--- config.mk ---
export PLATFORM = sky130hd
export DESIGN_NAME = dff_capture_ctrl_flat
export DESIGN_NICKNAME = d
export VERILOG_FILES = /design/src/rtl/dff_ctrl_pkg.sv /design/src/rtl/dff_capture_ctrl_if.sv /design/src/rtl/rr_arb.sv /design/src/rtl/dff_capture_ctrl.sv /design/src/flat_wrapper.sv
export SDC_FILE = /design/constraint.sdc
export NUM_CORES = 1
export LEC_CHECK = 0
export CELL_PAD_IN_SITES_DETAIL_PLACEMENT = 0
export CELL_PAD_IN_SITES_GLOBAL_PLACEMENT = 1
export CORE_MARGIN = 8
export CORE_UTILIZATION = 35
export CTS_CLUSTER_SIZE = 8
export DETAILED_ROUTE_END_ITERATION = 8
export PLACE_DENSITY_LB_ADDON = 0.08
export SETUP_SLACK_MARGIN = 0.2
export SLEW_MARGIN = 5
export SYNTH_ARGS = -nofsm -noshare
export SYNTH_HDL_FRONTEND = slang
export SYNTH_SLANG_ARGS = --single-unit
--- constraint.sdc ---
create_clock -name c -period 1.47 [get_ports c]
set_clock_uncertainty 0.2 [all_clocks]
set_input_delay 0.3675 -clock c [delete_from_list [all_inputs] [get_ports c]]
set_output_delay 0.3675 -clock c [all_outputs]
set_load 0.05 [all_outputs]
--- src/rtl/dff_ctrl_pkg.sv ---
// rtl/dff_ctrl_pkg.sv - shared types and width helper for the capture controller
package dff_ctrl_pkg;

    typedef enum logic [1:0] {
        IDLE    = 2'd0,
        COLLECT = 2'd1,
        REPORT  = 2'd2
    } state_t;

    // width of a counter or index holding 0..n-1, never narrower than one bit
    function automatic int cnt_w(input int n);
        return (n <= 2) ? 1 : $clog2(n);
    endfunction

endpackage

--- src/rtl/dff_capture_ctrl_if.sv ---
// rtl/dff_capture_ctrl_if.sv - requester/controller bundle for the capture controller
interface dff_capture_ctrl_if #(
    parameter int N = 2
);
    logic [N-1:0] req;
    logic [N-1:0] d;
    logic [N-1:0] gnt;
    logic         q;
    logic         q_vld;
    logic         err;
    logic         busy;

    modport master (
        output req, d,
        input  gnt, q, q_vld, err, busy
    );

    modport slave (
        input  req, d,
        output gnt, q, q_vld, err, busy
    );

endinterface

--- src/rtl/rr_arb.sv ---
// rtl/rr_arb.sv - combinational round-robin pick starting at a pointer
module rr_arb
    import dff_ctrl_pkg::*;
#(
    parameter int N  = 2,
    parameter int PW = cnt_w(N)
) (
    input  logic [N-1:0]  eligible,
    input  logic [PW-1:0] ptr,
    output logic [N-1:0]  gnt,
    output logic [PW-1:0] win,
    output logic          any
);

    logic [N-1:0]  rot;
    logic [PW-1:0] off;
    logic [PW:0]   sum;

    // rotate so that bit 0 of rot is requester ptr
    assign rot = N'({eligible, eligible} >> ptr);

    // lowest set bit of the rotated vector is the first eligible index at or after ptr
    always_comb begin
        any = 1'b0;
        off = '0;
        for (int j = 0; j < N; j++) begin
            if (!any && rot[j]) begin
                any = 1'b1;
                off = PW'(j);
            end
        end
    end

    // map the rotated position back to a requester index and build the one-hot grant
    always_comb begin
        sum = {1'b0, ptr} + {1'b0, off};
        if (sum >= (PW+1)'(N)) begin
            sum = sum - (PW+1)'(N);
        end
        win = sum[PW-1:0];
        gnt = any ? (N'(1) << win) : '0;
    end

endmodule

--- src/rtl/dff_capture_ctrl.sv ---
// rtl/dff_capture_ctrl.sv - scheduled capture sequencer for a bank of 1-bit flop slots
module dff_capture_ctrl
    import dff_ctrl_pkg::*;
#(
    parameter int           N       = 2,
    parameter logic [N-1:0] NEGATE  = '0,
    parameter int           TIMEOUT = 16
) (
    input  logic              c,
    input  logic              rst_n,
    dff_capture_ctrl_if.slave bus
);

    localparam int            PW    = cnt_w(N);
    localparam int            TW    = cnt_w(TIMEOUT);
    localparam logic [PW-1:0] PLAST = PW'(N - 1);
    localparam logic [TW-1:0] TLAST = TW'(TIMEOUT - 1);

    state_t        state_q, state_d;
    logic [N-1:0]  slot_q, slot_d;
    logic [N-1:0]  fill_q, fill_d;
    logic [PW-1:0] ptr_q, ptr_d;
    logic [TW-1:0] tcnt_q, tcnt_d;
    logic          q_q, q_d;
    logic          q_vld_q, q_vld_d;
    logic          err_q, err_d;
    logic          busy_q, busy_d;

    logic [N-1:0]  eligible;
    logic [N-1:0]  arb_gnt;
    logic [PW-1:0] arb_win;
    logic          arb_any;

    // no grants while reporting or held in reset; filled slots wait for the next round
    assign eligible = (rst_n && (state_q != REPORT)) ? (bus.req & ~fill_q) : '0;

    rr_arb #(
        .N  (N),
        .PW (PW)
    ) u_arb (
        .eligible (eligible),
        .ptr      (ptr_q),
        .gnt      (arb_gnt),
        .win      (arb_win),
        .any      (arb_any)
    );

    assign bus.gnt   = arb_gnt;
    assign bus.q     = q_q;
    assign bus.q_vld = q_vld_q;
    assign bus.err   = err_q;
    assign bus.busy  = busy_q;

    // capture, pointer advance, round sequencing and timeout
    always_comb begin
        state_d = state_q;
        slot_d  = slot_q;
        fill_d  = fill_q;
        ptr_d   = ptr_q;
        tcnt_d  = tcnt_q;
        q_d     = q_q;
        q_vld_d = 1'b0;
        err_d   = 1'b0;

        if (arb_any) begin
            slot_d = (slot_q & ~arb_gnt) | (bus.d & arb_gnt);
            fill_d = fill_q | arb_gnt;
            ptr_d  = (arb_win == PLAST) ? '0 : arb_win + 1'b1;
        end

        case (state_q)
            IDLE: begin
                if (arb_any) begin
                    tcnt_d  = '0;
                    state_d = (&fill_d) ? REPORT : COLLECT;
                end
            end
            COLLECT: begin
                tcnt_d = tcnt_q + 1'b1;
                // completion takes priority over a timeout in the same cycle
                if (&fill_d) begin
                    state_d = REPORT;
                end else if (tcnt_q == TLAST) begin
                    state_d = IDLE;
                    fill_d  = '0;
                    err_d   = 1'b1;
                end
            end
            REPORT: begin
                state_d = IDLE;
                fill_d  = '0;
            end
            default: begin
                state_d = IDLE;
                fill_d  = '0;
            end
        endcase

        // result is latched from the slot contents including the completing capture
        if ((state_q != REPORT) && (state_d == REPORT)) begin
            q_vld_d = 1'b1;
            q_d     = &(slot_d ^ NEGATE);
        end

        busy_d = (state_d != IDLE);
    end

    // state and registered outputs with synchronous active-low reset
    always_ff @(posedge c) begin
        if (!rst_n) begin
            state_q <= IDLE;
            slot_q  <= '0;
            fill_q  <= '0;
            ptr_q   <= '0;
            tcnt_q  <= '0;
            q_q     <= 1'b0;
            q_vld_q <= 1'b0;
            err_q   <= 1'b0;
            busy_q  <= 1'b0;
        end else begin
            state_q <= state_d;
            slot_q  <= slot_d;
            fill_q  <= fill_d;
            ptr_q   <= ptr_d;
            tcnt_q  <= tcnt_d;
            q_q     <= q_d;
            q_vld_q <= q_vld_d;
            err_q   <= err_d;
            busy_q  <= busy_d;
        end
    end

endmodule

--- src/flat_wrapper.sv ---
// flat-port wrapper written by rule: the top's interface ports become plain ports
module dff_capture_ctrl_flat import dff_ctrl_pkg::*;
#(
    parameter int           N       = 2,
    parameter logic [N-1:0] NEGATE  = '0,
    parameter int           TIMEOUT = 16
)
  (c, rst_n, bus_req, bus_d, bus_gnt, bus_q, bus_q_vld, bus_err, bus_busy);
  dff_capture_ctrl_if #(.N(N)) bus_i ();
  input  logic c;
  input  logic rst_n;
  input wire logic [$bits(bus_i.req)-1:0] bus_req;
  input wire logic [$bits(bus_i.d)-1:0] bus_d;
  output wire logic [$bits(bus_i.gnt)-1:0] bus_gnt;
  output wire logic [$bits(bus_i.q)-1:0] bus_q;
  output wire logic [$bits(bus_i.q_vld)-1:0] bus_q_vld;
  output wire logic [$bits(bus_i.err)-1:0] bus_err;
  output wire logic [$bits(bus_i.busy)-1:0] bus_busy;
  assign bus_i.req = bus_req;
  assign bus_i.d = bus_d;
  assign bus_gnt = bus_i.gnt;
  assign bus_q = bus_i.q;
  assign bus_q_vld = bus_i.q_vld;
  assign bus_err = bus_i.err;
  assign bus_busy = bus_i.busy;
  dff_capture_ctrl #(.N(N), .NEGATE(NEGATE), .TIMEOUT(TIMEOUT)) u_core (.c(c), .rst_n(rst_n), .bus(bus_i));
endmodule
==> impl_metrics.ini, run 1 <==
[run_status]
status = finished with violations
violations = negative setup slack

[critical_path]
crit_family = flip-flops
worstPathArrival_ns = 1.24
critPathKind = flop to output pin
required_ns = 0.90
cp_max_fo = 5
critical_path_buf_inv_count = 2
cp_slowest_cell = dfxtp_4
start_kind = flop
worst_setup_path_end_kind = output pin
slowest_delay_ns = 0.37
cp_cell_sequence = inv_4 -> o21ai_4 -> nor4_4 -> buf_12

[synth]
synth_compound_gate_area_share = 0.2838
synth-xor-area-share = 0
synth_edf_count = 0
synth_ff_type = dfxtp_1
yosys.area_share.simple = 0.2398
syn_nets = 88
ys_types = 38
synth_cells = 81
synth_warnings = 0
synth-async-reset-ratio = 0
ys_seq_area_frac = 0.3915
synth_top_family_by_area = compound AO/OA/AOI/OAI gates
yosys.area_share.adder = 0.01631
synth_area_um2 = 767.0
synth_seq_cells = 15
synthMuxAreaShare = 0.02773
syn_area_per_cell_um2 = 9.469

[clock_network]
root_buffer = clkbuf_4
clk_transition_reported_paths_ns = 0.09
clk_latency_ns = 0.28
cts_made_buffers = 3
cts_tree = done
htreeDepth = 1
cts.sinks = 15
cts_hold_buf = 0
clock_path_buffers = 2

[pwr]
power.density_nw_per_um2 = 851.8
finalPower_mw = 1.198
power_leakage_nw = 0.5538
ir_drop_uv = 537.7

[timing]
fmax_mhz = 554.5
rsz0062_at_grt = true
finalSetupViolCount = 14
hold_viol_final = 0
slew_violations = 0
finalCriticalPeriod_ns = 1.803
worst_hold_slack_ns = 0.2857
worst_slack_ns = -0.3334
fin_crit_sh = 1.227
tns_ns = -2.116
tightest_slew_ns = 0.2754
slew_headroom = 0.8164

[detailed_routing]
drtIter0Drc = 18
drtAntennaViolNets = 0
drcViolationCount = 0
dr.pass1.iters = 4
wl_mm = 2.195
routed_via_density = 5.020
num_vias = 768
routedWlPerCell_um = 14.35

[cells_and_area]
final_common_cell = buf_4
area_growth_pct = 83.36
fin_util = 0.6546
final-instance-count-excl-fill = 153
num_antenna_cells = 0
final_layout_size_suffix_gt1_frac = 0.6160
layout_common_cells = 23 x buf_4, 8 x buf_6, 6 x nor2_1, 6 x buf_12, 6 x dfxtp_2
nNetsFinal = 133

[placement]
gp_congestion = 0.7676
dp_hpwl_mm = 1.437
io_buffers = 11
dp_cells = 135

[floorplanning]
die_area_um2 = 3945
ios = 12
fp.dieH_um = 62.81
rows = 17
initial_core_util = 0.3570
core_um2 = 2148
die_w_um = 62.81

[global_route]
grt_pass1_vias = 788
grt_remaining_overflow = 0
grt_pass1_wl_mm = 3.519
grt_use_total = 0.1092
antenna_found_initial = 0
grt_max_degree = 9

[min_path]
hold_class = flop to flop

[flow_run]
maxCapViolCount = 0
[path summary, 6_finish.rpt]
check / startpoint / to / slack, ns / cells after the start
worst max register to register: u_core.fill_q[0]$_SDFF_PN0_ / u_core.bus.q$_SDFFE_PN0P_ / -0.21 / 7
worst min register to register: u_core.tcnt_q[1]$_SDFFE_PN0P_ / u_core.tcnt_q[1]$_SDFFE_PN0P_ / 0.29 / 2
worst min-delay path: u_core.tcnt_q[1]$_SDFFE_PN0P_ / u_core.tcnt_q[1]$_SDFFE_PN0P_ / 0.29 / 2
worst max-delay path: u_core.state_q[1]$_SDFF_PN0_ / bus_gnt[1] / -0.33 / 4
[what timing repair did]
item                                    4_1_cts  5_1_grt
endpoints found under the setup margin       21       21
gates resized for setup                      21       17
buffers inserted                              8        6
pin swaps                                     3       10
[power breakdown]
group	internal (mW)	switching [mW]
combinational	0.265	0.213
sequential	0.440	0.0398
clock	0.105	0.135
total	0.810	0.388
[area by class of cell]
| class | instances | area (um2) |
|---|---|---|
| sequential | 15 | 322.8 |
| timing repair buffer | 42 | 431.7 |
| clock buffer | 4 | 26.28 |
| inverter | 4 | 17.52 |
| multi-input combinational | 60 | 573.1 |
| fill | 177 | 742.0 |
| tap | 28 | 35.03 |
[worst reg2reg max path: cells and delay by family, from the launching register on]
kind	cells	cell delay [ns]
simple gates	1	0.13
flops	1	0.37
buf+inv	2	0.20
compound gates	4	0.71
[cells by family (layout without fill, tap and decap cells)]
| group | after synthesis | in the layout |
|---|---|---|
| adders and majority gates | 1 | 1 |
| muxes | 2 | 2 |
| buffers and inverters | 6 | 50 |
| AOI/OAI and AO/OA | 25 | 25 |
| and+or+nand+nor | 32 | 32 |
| DFF | 15 | 15 |
[layer usage]
metal,GRT usage,wire length [um],vias up
met3,0.03047,86,2
met1,0.1178,942,366
li1,-,-,386
met2,0.1915,1151,14
met5,0,0,-
met4,0.05128,14,0
[cells in the mapped netlist, types with 2 or more instances]
master    instances  area, um2
a21boi_1          2      15.01
a21oi_1           2      10.01
a22oi_1           2      15.01
dfxtp_1          15      300.3
inv_1             3      11.26
nand2_1           6      22.52
nand3_1           2      10.01
nor2_1            7      26.28
nor2b_1           5      31.28
nor3_1            2      10.01
o211ai_1          3      22.52
o21a_1            3      22.52
o21ai_1           2      10.01
o31ai_2           2      25.02
or3_1             2      12.51
[registers in the layout, summed over array words and instances, names as in the netlist, 2 cells and up]
| signal | flops |
|---|---|
| u_core.fill_q | 2 |
| u_core.slot_q | 2 |
| u_core.state_q | 2 |
| u_core.tcnt_q | 4 |
[through the flow]
step | worst slack (ns) | instance area [um2]
2_1_floorplan | -0.2574 | 825.8
3_3_place_gp | -0.6102 | 1142
3_5_place_dp | -0.6238 | 1142
4_1_cts | -0.4180 | 1286
5_1_grt | -0.3854 | 1406
6_report | -0.3334 | 1406
(Power assumes the default switching activity.)
==> run 2: changes to the inputs <==
--- a/config.mk
+++ b/config.mk
@@ -13,6 +13,7 @@
 export DETAILED_ROUTE_END_ITERATION = 8
 export PLACE_DENSITY_LB_ADDON = 0.08
 export SETUP_SLACK_MARGIN = 0.2
+export SKIP_CTS_REPAIR_TIMING = 1
 export SLEW_MARGIN = 5
 export SYNTH_ARGS = -nofsm -noshare
 export SYNTH_HDL_FRONTEND = slang
==> impl_metrics.ini, run 2 (synthesis results as in run 1) <==
[global_route]
grt_max_degree = 9
grt_pass1_vias = 722
antenna_found_initial = 0
grt_use_total = 0.09707
grt_pass1_wl_mm = 3.139
grt_remaining_overflow = 0

[flow_run]
maxCapViolCount = 0

[cells_and_area]
final-instance-count-excl-fill = 145
final_common_cell = buf_4
final_layout_size_suffix_gt1_frac = 0.5470
area_growth_pct = 71.45
regMostFlops = u_core.tcnt_q
final_area_um2 = 1315
fin_util = 0.6121
largest_reg_flops = 4
nNetsFinal = 125
fill_cells = 188
num_antenna_cells = 0
layout_common_cells = 16 x buf_4, 7 x buf_6

[timing]
slew_violations = 0
worst_slack_ns = -0.3717
rsz0062_at_grt = true
finalCriticalPeriod_ns = 1.842
finalSetupViolCount = 10
slew_headroom = 0.7773
hold_viol_final = 0
fmax_mhz = 543.0
tns_ns = -1.167
fin_crit_sh = 1.253
tightest_slew_ns = 0.3306

[floorplanning]
die_area_um2 = 3945
fp.dieH_um = 62.81
ios = 12
die_w_um = 62.81
core_um2 = 2148
rows = 17
initial_core_util = 0.3570

[pwr]
power.density_nw_per_um2 = 856.0
ir_drop_uv = 499.0
power_leakage_nw = 0.5340
finalPower_mw = 1.126

[clock_network]
cts_made_buffers = 3
cts_tree = done
clock_path_buffers = 2
clk_transition_reported_paths_ns = 0.10
cts.sinks = 15
root_buffer = clkbuf_4
htreeDepth = 1
clk_latency_ns = 0.28

[critical_path]
reg2reg_depth = 7
cp_max_fo = 4
required_ns = 0.90
worst_setup_path_end_kind = output pin
reg2reg_to = u_core.bus.q$_SDFFE_PN0P_
start_kind = flop
rr_startpoint = u_core.state_q[1]$_SDFF_PN0_
critPathKind = flop to output pin
startpoint = u_core.fill_q[0]$_SDFF_PN0_
worstPathArrival_ns = 1.27
regToRegSetupSlack_ns = -0.18

[detailed_routing]
wl_met1_um = 918
num_vias = 719
routedWlPerCell_um = 13.54
dr.pass1.iters = 4
wl_mm = 1.963
topRoutingLayerUsed = met4
wl_met3_um = 63
drtAntennaViolNets = 0
drtIter0Drc = 24
drcViolationCount = 0
routed_via_density = 4.959
wl_met2_um = 971

[min_path]
min_path_cells = 2
hp-start = u_core.tcnt_q[1]$_SDFFE_PN0P_
hold_class = flop to flop
whs_endpoint = u_core.tcnt_q[1]$_SDFFE_PN0P_

[placement]
dp_hpwl_mm = 1.437
gp_congestion = 0.7676
io_buffers = 11
postPlaceCellArea_um2 = 1142
dp_cells = 135

[run_status]
violations = negative setup slack
status = finished with violations
## run 2: cell count changes in the layout (fill, tap and decap cells not counted), moves of 2 or more
cell             previous run  this run
clkdlybuf4s15_1             2         0
buf_4                      23        16
o21ai_2                     2         0
dlymetal6s2s_1              0         3
## run 2: final cells by class
| cell class | instances | area [um2] | area share |
|---|---|---|---|
| sequential | 15 | 322.8 | 0.2455 |
| tap | 28 | 35.03 | 0.02664 |
| multi-input combinational | 60 | 536.8 | 0.4082 |
| inverter | 4 | 17.52 | 0.01332 |
| clock buffer | 4 | 26.28 | 0.01998 |
| timing repair buffer | 34 | 376.6 | 0.2864 |
## run 2: stage by stage
stage	setup slack (ns)	hold slack, ns
6_report	-0.3717	0.2856
5_1_grt	-0.4123	0.3052
3_5_place_dp	-0.6238	0.2739
2_1_floorplan	-0.2574	0.2599
4_1_cts	-0.6274	0.2882
3_3_place_gp	-0.6102	0.2697
## run 2: worst max-delay path, cell delays in order, from the launching register on
cell     delay, ns
dfxtp_4       0.37
nor2b_4       0.16
nor2b_4       0.25
nor4_4        0.06
buf_12        0.15
## run 2: metal layers
| layer | vias to the layer above | track usage |
|---|---|---|
| li1 | 365 | - |
| met1 | 342 | 0.1168 |
| met5 | - | 0 |
| met3 | 2 | 0.02867 |
| met2 | 10 | 0.1527 |
| met4 | 0 | 0.04843 |
## run 2: worst max path at each step
stage	to
floorplan	bus_gnt[1]
global placement	bus_gnt[0]
detailed placement	bus_gnt[0]
CTS	bus_gnt[0]
global route	bus_gnt[1]
finish	bus_gnt[1]
## run 2: power by group
group | total (mW) | switching (mW) | internal (mW)
registers | 0.482 | 0.0424 | 0.440
clock network | 0.236 | 0.131 | 0.105
logic | 0.407 | 0.182 | 0.226
